===== src/rtl/seven_seg_scan_ctrl.sv =====
// seven_seg_scan_ctrl: time-multiplexed scan of NUM_DIGITS common-anode digits through one shared decoder
// Ports: clk/rst_n (async active-low); enable starts/stops scanning; value_in+load give a packed nibble
// display value (digit 0 at [3:0]), committed at frame boundaries; lz_suppress blanks leading zeros.
// Outputs (all registered): bcd_out decoder nibble, digit_en_n active-low enables, digit_idx current
// digit, frame_done end-of-frame pulse, pending a loaded value awaits the next frame boundary.
module seven_seg_scan_ctrl #(
  parameter int NUM_DIGITS   = 4,
  parameter int SCAN_DIV     = 50000,
  parameter int BLANK_CYCLES = 500
) (
  input  logic                          clk,
  input  logic                          rst_n,
  input  logic                          enable,
  input  logic [4*NUM_DIGITS-1:0]       value_in,
  input  logic                          load,
  input  logic                          lz_suppress,
  output logic [3:0]                    bcd_out,
  output logic [NUM_DIGITS-1:0]         digit_en_n,
  output logic [$clog2(NUM_DIGITS)-1:0] digit_idx,
  output logic                          frame_done,
  output logic                          pending
);
  localparam int IW = $clog2(NUM_DIGITS);
  localparam int CW = $clog2(SCAN_DIV);
  localparam int VW = 4*NUM_DIGITS;
  typedef enum logic [1:0] {IDLE, BLANK, SHOW} state_t;
  state_t state_q, state_d;
  logic [CW-1:0] cnt_q, cnt_d;
  logic [IW-1:0] idx_q, idx_d;
  logic [VW-1:0] disp_q, disp_d, shadow_q, shadow_d;
  logic [NUM_DIGITS-1:0] en_q, en_d, supp;
  logic [3:0] bcd_q, bcd_d;
  logic pend_q, pend_d, frame_q, frame_d;
  logic slot_end, last, wrap, lead;
  always_comb begin
    state_d  = state_q;
    cnt_d    = cnt_q;
    idx_d    = idx_q;
    disp_d   = disp_q;
    shadow_d = shadow_q;
    pend_d   = pend_q;
    frame_d  = 1'b0;
    slot_end = cnt_q == CW'(SCAN_DIV-1);
    last     = idx_q == IW'(NUM_DIGITS-1);
    wrap     = state_q != IDLE && enable && slot_end && last;
    if (state_q == IDLE) begin
      if (enable) begin
        state_d = BLANK;
        cnt_d   = '0;
        idx_d   = '0;
      end
    end else if (!enable) begin
      state_d = IDLE;
      cnt_d   = '0;
      idx_d   = '0;
    end else begin
      cnt_d   = slot_end ? '0 : cnt_q + 1'b1;
      idx_d   = slot_end ? (last ? '0 : idx_q + 1'b1) : idx_q;
      state_d = cnt_d < CW'(BLANK_CYCLES) ? BLANK : SHOW;
      frame_d = wrap;
    end
    // A load at the frame boundary (or while idle) bypasses the shadow entirely.
    if (load && (state_q == IDLE || wrap)) begin
      disp_d = value_in;
      pend_d = 1'b0;
    end else if (load) begin
      shadow_d = value_in;
      pend_d   = 1'b1;
    end else if (wrap && pend_q) begin
      disp_d = shadow_q;
      pend_d = 1'b0;
    end
    // Leading-zero mask, scanned from the most significant digit downward.
    lead = 1'b1;
    supp = '0;
    for (int k = NUM_DIGITS-1; k >= 0; k--) begin
      lead    = lead & (disp_d[4*k +: 4] == 4'h0);
      supp[k] = lz_suppress && lead && k > 0;
    end
    en_d  = (state_d == SHOW && !supp[idx_d]) ? ~(NUM_DIGITS'(1) << idx_d) : '1;
    bcd_d = state_d == IDLE ? 4'h0 : disp_d[{idx_d, 2'b00} +: 4];
  end
  always_ff @(posedge clk or negedge rst_n) begin
    if (!rst_n) begin
      state_q  <= IDLE;
      cnt_q    <= '0;
      idx_q    <= '0;
      disp_q   <= '0;
      shadow_q <= '0;
      pend_q   <= 1'b0;
      frame_q  <= 1'b0;
      en_q     <= '1;
      bcd_q    <= '0;
    end else begin
      state_q  <= state_d;
      cnt_q    <= cnt_d;
      idx_q    <= idx_d;
      disp_q   <= disp_d;
      shadow_q <= shadow_d;
      pend_q   <= pend_d;
      frame_q  <= frame_d;
      en_q     <= en_d;
      bcd_q    <= bcd_d;
    end
  end
  assign bcd_out    = bcd_q;
  assign digit_en_n = en_q;
  assign digit_idx  = idx_q;
  assign frame_done = frame_q;
  assign pending    = pend_q;
endmodule


===== config.mk =====
export PLATFORM = sky130hd
export DESIGN_NAME = seven_seg_scan_ctrl
export DESIGN_NICKNAME = d
export VERILOG_FILES = /design/src/rtl/seven_seg_scan_ctrl.sv
export SDC_FILE = /design/constraint.sdc
export NUM_CORES = 1
export LEC_CHECK = 0
export CAP_MARGIN = 15
export CORE_MARGIN = 2
export CORE_UTILIZATION = 54
export CTS_BUF_LIST = sky130_fd_sc_hd__clkbuf_2 sky130_fd_sc_hd__clkbuf_4 sky130_fd_sc_hd__clkbuf_8
export CTS_CLUSTER_SIZE = 12
export DETAILED_ROUTE_END_ITERATION = 12
export GPL_TIMING_DRIVEN = 0
export PLACE_DENSITY = 0.76
export SLEW_MARGIN = 10
export SYNTH_ARGS = -nofsm -noshare
export SYNTH_HDL_FRONTEND = slang
export SYNTH_SLANG_ARGS = --single-unit

===== constraint.sdc =====
create_clock -name clk -period 5.94 [get_ports clk]
set_input_delay 1.188 -clock clk [delete_from_list [all_inputs] [get_ports clk]]
set_output_delay 1.188 -clock clk [all_outputs]
set_load 0.05 [all_outputs]

Yosys cells after proc, flatten, opt, wreduce, memory -nomap -nowiden:

Cells that the tools add are included.

* bits in registers: 62
* latch bits: 0
* RAM bits: 0
* bits in read-only memories: 0
* input bits: 21
* output and inout port bits: 12
* logic and storage cells: 67
* memories kept: 0

* add/sub/neg operators: 2
* $mul: 0
* div/mod/pow operators: 0
* order comparisons: 2
* equal/unequal tests: 4
* shift operators: 2
* multiplexer cells: 25
* bitwise logic cells: 4
* reduce and logical (&&, ||, !) cells: 19

Operator list (count)
* two-way mux 16 bit: 7
* two-way mux 2 bit: 9
* adder 16 x 1 -> 16 bit (second input constant): 1
* == test 16 bit (second input constant): 1
* less-than comparator 16 x 9 -> 1 bit (second input constant): 1
* variable part select 16 x 5 -> 4 bit: 1
* logical NOT 4 bit: 3
* logical AND 1 bit: 9
* two-way mux 4 bit: 2
* two-way mux 1 bit: 6
* == test 2 bit (second input constant): 2
* logical NOT 2 bit: 2
* NOT 4 bit: 1
* << shifter 1 x 2 -> 4 bit (first input constant): 1
* less-than comparator 2 x 3 -> 1 bit (second input constant): 1
* nonzero test 3 bit: 1
* adder 2 x 1 -> 2 bit (second input constant): 1
* AND 1 bit: 2
* binary-select mux 1 bit (select 2 bit): 1
* != test 2 bit (second input constant): 1
* AND reduction 2 bit: 1
* nonzero test 2 bit: 1
* logical NOT 1 bit: 1
* logical OR 1 bit: 1
* NOT 1 bit: 1

Depth between registers and ports, before layout:

* word-level depth: 17
* depth in mapped cells: 11
* depth with buffers taken out: 9

Worst setup path after synthesis:

No wires, ideal clock.

* path type: input to register
* start point: input port enable
* end point: register en_q[1], in the netlist digit_en_n[1]
* library setup time: 0.075 ns
* arrival: 3.130 ns
* required time: 5.865 ns
* setup slack: 2.736 ns
* stages: 7
* path buffers: 1
* path through: o21ai_0 > or4_4 > buf_6 > mux2_4 > mux2_4 > or4_4 > o211ai_2

* elaborated cells between the ends (all ways): 31
* classes of those cells: 1 x eq/ne; 1 x shift; 12 x mux; 3 x bitwise; 14 x reduce/logical

RTL lines
* start, declared: RTL line 13 `input logic enable,`
* logical AND 1 bit * (3 in series): RTL line 45 `wrap = state_q != IDLE && enable && slot_end && last;`
* logical AND 1 bit: RTL line 69 `end else if (wrap && pend_q) begin`
* two-way mux 16 bit: RTL line 69
* two-way mux 16 bit: RTL line 66 `end else if (load) begin`
* two-way mux 16 bit *: RTL line 63 `if (load && (state_q == IDLE || wrap)) begin`
* net disp_d[4]: RTL line 30 `logic [VW-1:0] disp_q, disp_d, shadow_q, shadow_d;`
* logical NOT 4 bit *: RTL line 77 `lead = lead & (disp_d[4*k +: 4] == 4'h0);`
* AND 1 bit *: RTL line 77
* logical AND 1 bit *: RTL line 78 `supp[k] = lz_suppress && lead && k > 0;`
* binary-select mux 1 bit (select 2 bit) *: RTL line 80 `en_d = (state_d == SHOW && !supp[idx_d]) ? ~(NUM_DIGITS'(1) << idx_d) : '1;`
* two-way mux 1 bit (implied by the code) *: RTL line 80
* logical NOT 1 bit *: RTL line 80
* logical AND 1 bit *: RTL line 80
* two-way mux 4 bit *: RTL line 80
* net en_d[1]: RTL line 31 `logic [NUM_DIGITS-1:0] en_q, en_d, supp;`
* end signal, assigned: RTL line 102 `en_q <= en_d;`
* end, declared: RTL line 31

Mark *: on every way through the listed nets, which the timed path passes. The rest lies on a longest branch. The select of a mux whose other input is x is not followed.
A chain may end at the register's enable or synchronous reset.

Worst setup path in the final report:

* start point: input port enable
* end point: register shadow_q[13]

* cells in the longest elaborated chain, start to end: 7

RTL lines
* logical AND 1 bit (3 in series): RTL line 45
* logical OR 1 bit: RTL line 63
* logical AND 1 bit: RTL line 63
* NOT 1 bit (no line)
* AND reduction 2 bit (no line)
* end signal, assigned: RTL line 99 `shadow_q <= shadow_d;`
* end, declared: RTL line 30

No other way between the ends.

==> reports/metrics.cfg <==
[status]
run_status=finished clean

[sta]
hold_violations=0
min_period_over_period=0.668
worstMarginPinSlew_ns=1.05
setup_viol=0
slew_viol_final=0
tns_ns=0
fmax_mhz=252
relSlewSlack=0.295
worst_slack_ns=1.97
worst_clock_skew_ns=0.0113
period_needed_ns=3.97
rsz0062_at_grt=false

[synthesis]
seq_area_frac_synth=0.471
ys_warn_count=0
syn_inst=295
synth_area_um2=3300
synth_flop_cell=dfrtp_1
avgSynthCellArea_um2=11.2
yosys_register_bits=62
async_flop_share=1.00
synth_edf_count=0
synth_cell_types=55
netlist_top_cells_area=dfrtp_1, mux2_1, mux2_2, mux2i_1, dfstp_2
synth_top_area_frac=0.440
synth_largest_area_cell=dfrtp_1
syn_nets=318

[die]
die_y_um=82.2
core.rowCount=28
core_area_um2=5920
fp.dieArea_um2=6760
start_util=0.558
io_pins=33
die_x_um=82.2

[clocking]
cts_made_buffers=9
root_buffer=clkbuf_8
clock-sinks=62
ctsResizeCount=0
cts_tree=built
hold_buffers=0
postCtsSetupBuffers=0
cts.path.max_buffers=2
clk_pin_slew_ns=0.07
clock_latency_ns=0.35
htreeDepth=3

[placed_design]
io_buffers=32
dp_hpwl_um=5210
place_ws_ns=1.62
gp_congestion=0.887

[drt]
wl_um=7550
vias=2508
ant_nets=0
post-route-drc-count=0
via_per_inst=6.00
drtIter0Drc=151
wl_per_cell_um=18.1
drt_first_pass_iters=4

[setup_path]
cp.arrival_ns=4.20
reg2reg_slack_ns=2.39
cp_slowest_cell=clkdlybuf4s50_1
worst_ep_required_time_ns=6.17
crit_type=in -> reg
endpoint_kind=flip-flop
worstPathCellList=clkdlybuf4s50_1 -> nor2b_1 -> and3_1 -> or3b_1 -> clkbuf_1 -> clkbuf_1 -> mux2_1
cpMostUsedCell=clkbuf_1
r2r-start=cnt_q[0]
cp-start-kind=input port
reg2reg_depth=10
cp_max_fo=10
max_stage_delay_ns=0.65
timing.rr.end=bcd_out[2]

[hold_path]
worst_hold_path.endpoint=shadow_q[3]
min_path_type=reg -> reg
worstHoldStart=shadow_q[3]
hold_depth=1

[grt]
antenna_found_initial=0
grt_pass1_wl_um=12200
grt-ovfl-total=0
grt_max_degree=63
grt_pass1_vias=2461
grtUsageTotal=0.243

[finish]
antenna_cells=0
final_cell_mix=dfrtp_1, clkdlybuf4s50_1, mux2_1
area_growth_pct=19.1
nNetsFinal=361
drive_gt1_frac=0.187
mostFrequentLayoutCell=dfrtp_1

[power]
p_per_area_nw_per_um2=261
leakagePower_nw=1.71
peakVddDrop_uv=152

[run]
cap_violations=0

## state kept, by name, indices dropped and copies added, names as in the netlist
| name | flops |
|---|---|
| bcd_out | 4 |
| cnt_q | 16 |
| digit_en_n | 4 |
| digit_idx | 2 |
| disp_q | 16 |
| frame_done | 1 |
| pending | 1 |
| shadow_q | 16 |
| state_q | 2 |
## cells in the mapped netlist (all sizes together), types with 3 or more instances
library cell  instances
nor2                 10
xnor2                 6
nor2b                 5
nand2                20
mux2i                12
or2                   3
a21oi                 8
clkbuf                9
nor3                  3
dfstp                 4
o21ai                23
buf                   8
nor4                  7
o31ai                 7
mux2                 49
nand3                 8
nor3b                 3
and3                  5
or4                   4
and4                  3
inv                   4
nand4                 6
dfrtp                58
o22ai                 4
## cells by family after synthesis
group	Yosys count	synth area share
and+or+nand+nor	86	0.157
adders and majority gates	2	0.00758
buffers and inverters	21	0.0314
muxes	61	0.207
AOI/OAI and AO/OA	56	0.107
DFF	62	0.471
xor gates and xnor gates	7	0.0186
## critical path, delay by kind of cell
family | cells | cell delay, ns
multiplexers | 1 | 0.40
AND/OR/NAND/NOR | 3 | 0.91
buffers and inverters | 3 | 1.70
## worst max path at each step
stage | startpoint | endpoint | depth (start not counted)
2_1_floorplan | enable | digit_en_n[1] | 7
3_3_place_gp | rst_n | shadow_q[4] | 1
3_5_place_dp | enable | shadow_q[12] | 7
4_1_cts | enable | shadow_q[5] | 7
5_1_grt | enable | shadow_q[12] | 7
6_report | enable | shadow_q[13] | 7
## where the power goes
group / leakage (nW) / internal, mW / switching, mW
clock network: 0.110 / 0.240 / 0.173
logic: 0.831 / 0.0649 / 0.0682
registers: 0.770 / 0.459 / 0.0204
total: 1.71 / 0.764 / 0.262
## cell type report
class,instances,area (um^2)
Tap cell,75,93.8
Fill cell,481,1990
Multi-Input combinational cell,212,1640
Timing Repair Buffer,32,318
Inverter,4,15.0
Clock buffer,10,131
Buffer,17,88.8
Sequential cell,62,1560
Clock inverter,6,86.3
## per-layer routing
metal	track usage	vias to the layer above	part of all wire
met2	0.352	58	0.45
met5	0	-	0
met1	0.357	1260	0.50
li1	-	1180	-
met4	0.102	0	0.017
met3	0.0457	10	0.039
## per-stage QoR
step | hold WS, ns | utilization | power (mW) | area [um^2] | std cells
floorplan | 0.457 | - | 0.563 | 3300 | 295
global placement | 0.469 | 0.628 | 0.613 | 3720 | 402
detailed placement | 0.479 | 0.627 | 0.619 | 3710 | 402
CTS | 0.497 | 0.664 | 1.03 | 3930 | 418
global route | 0.520 | 0.664 | 1.06 | 3930 | 418
finish | 0.493 | 0.664 | 1.03 | 3930 | 418
No activity file was read; power rests on OpenSTA's default activity.
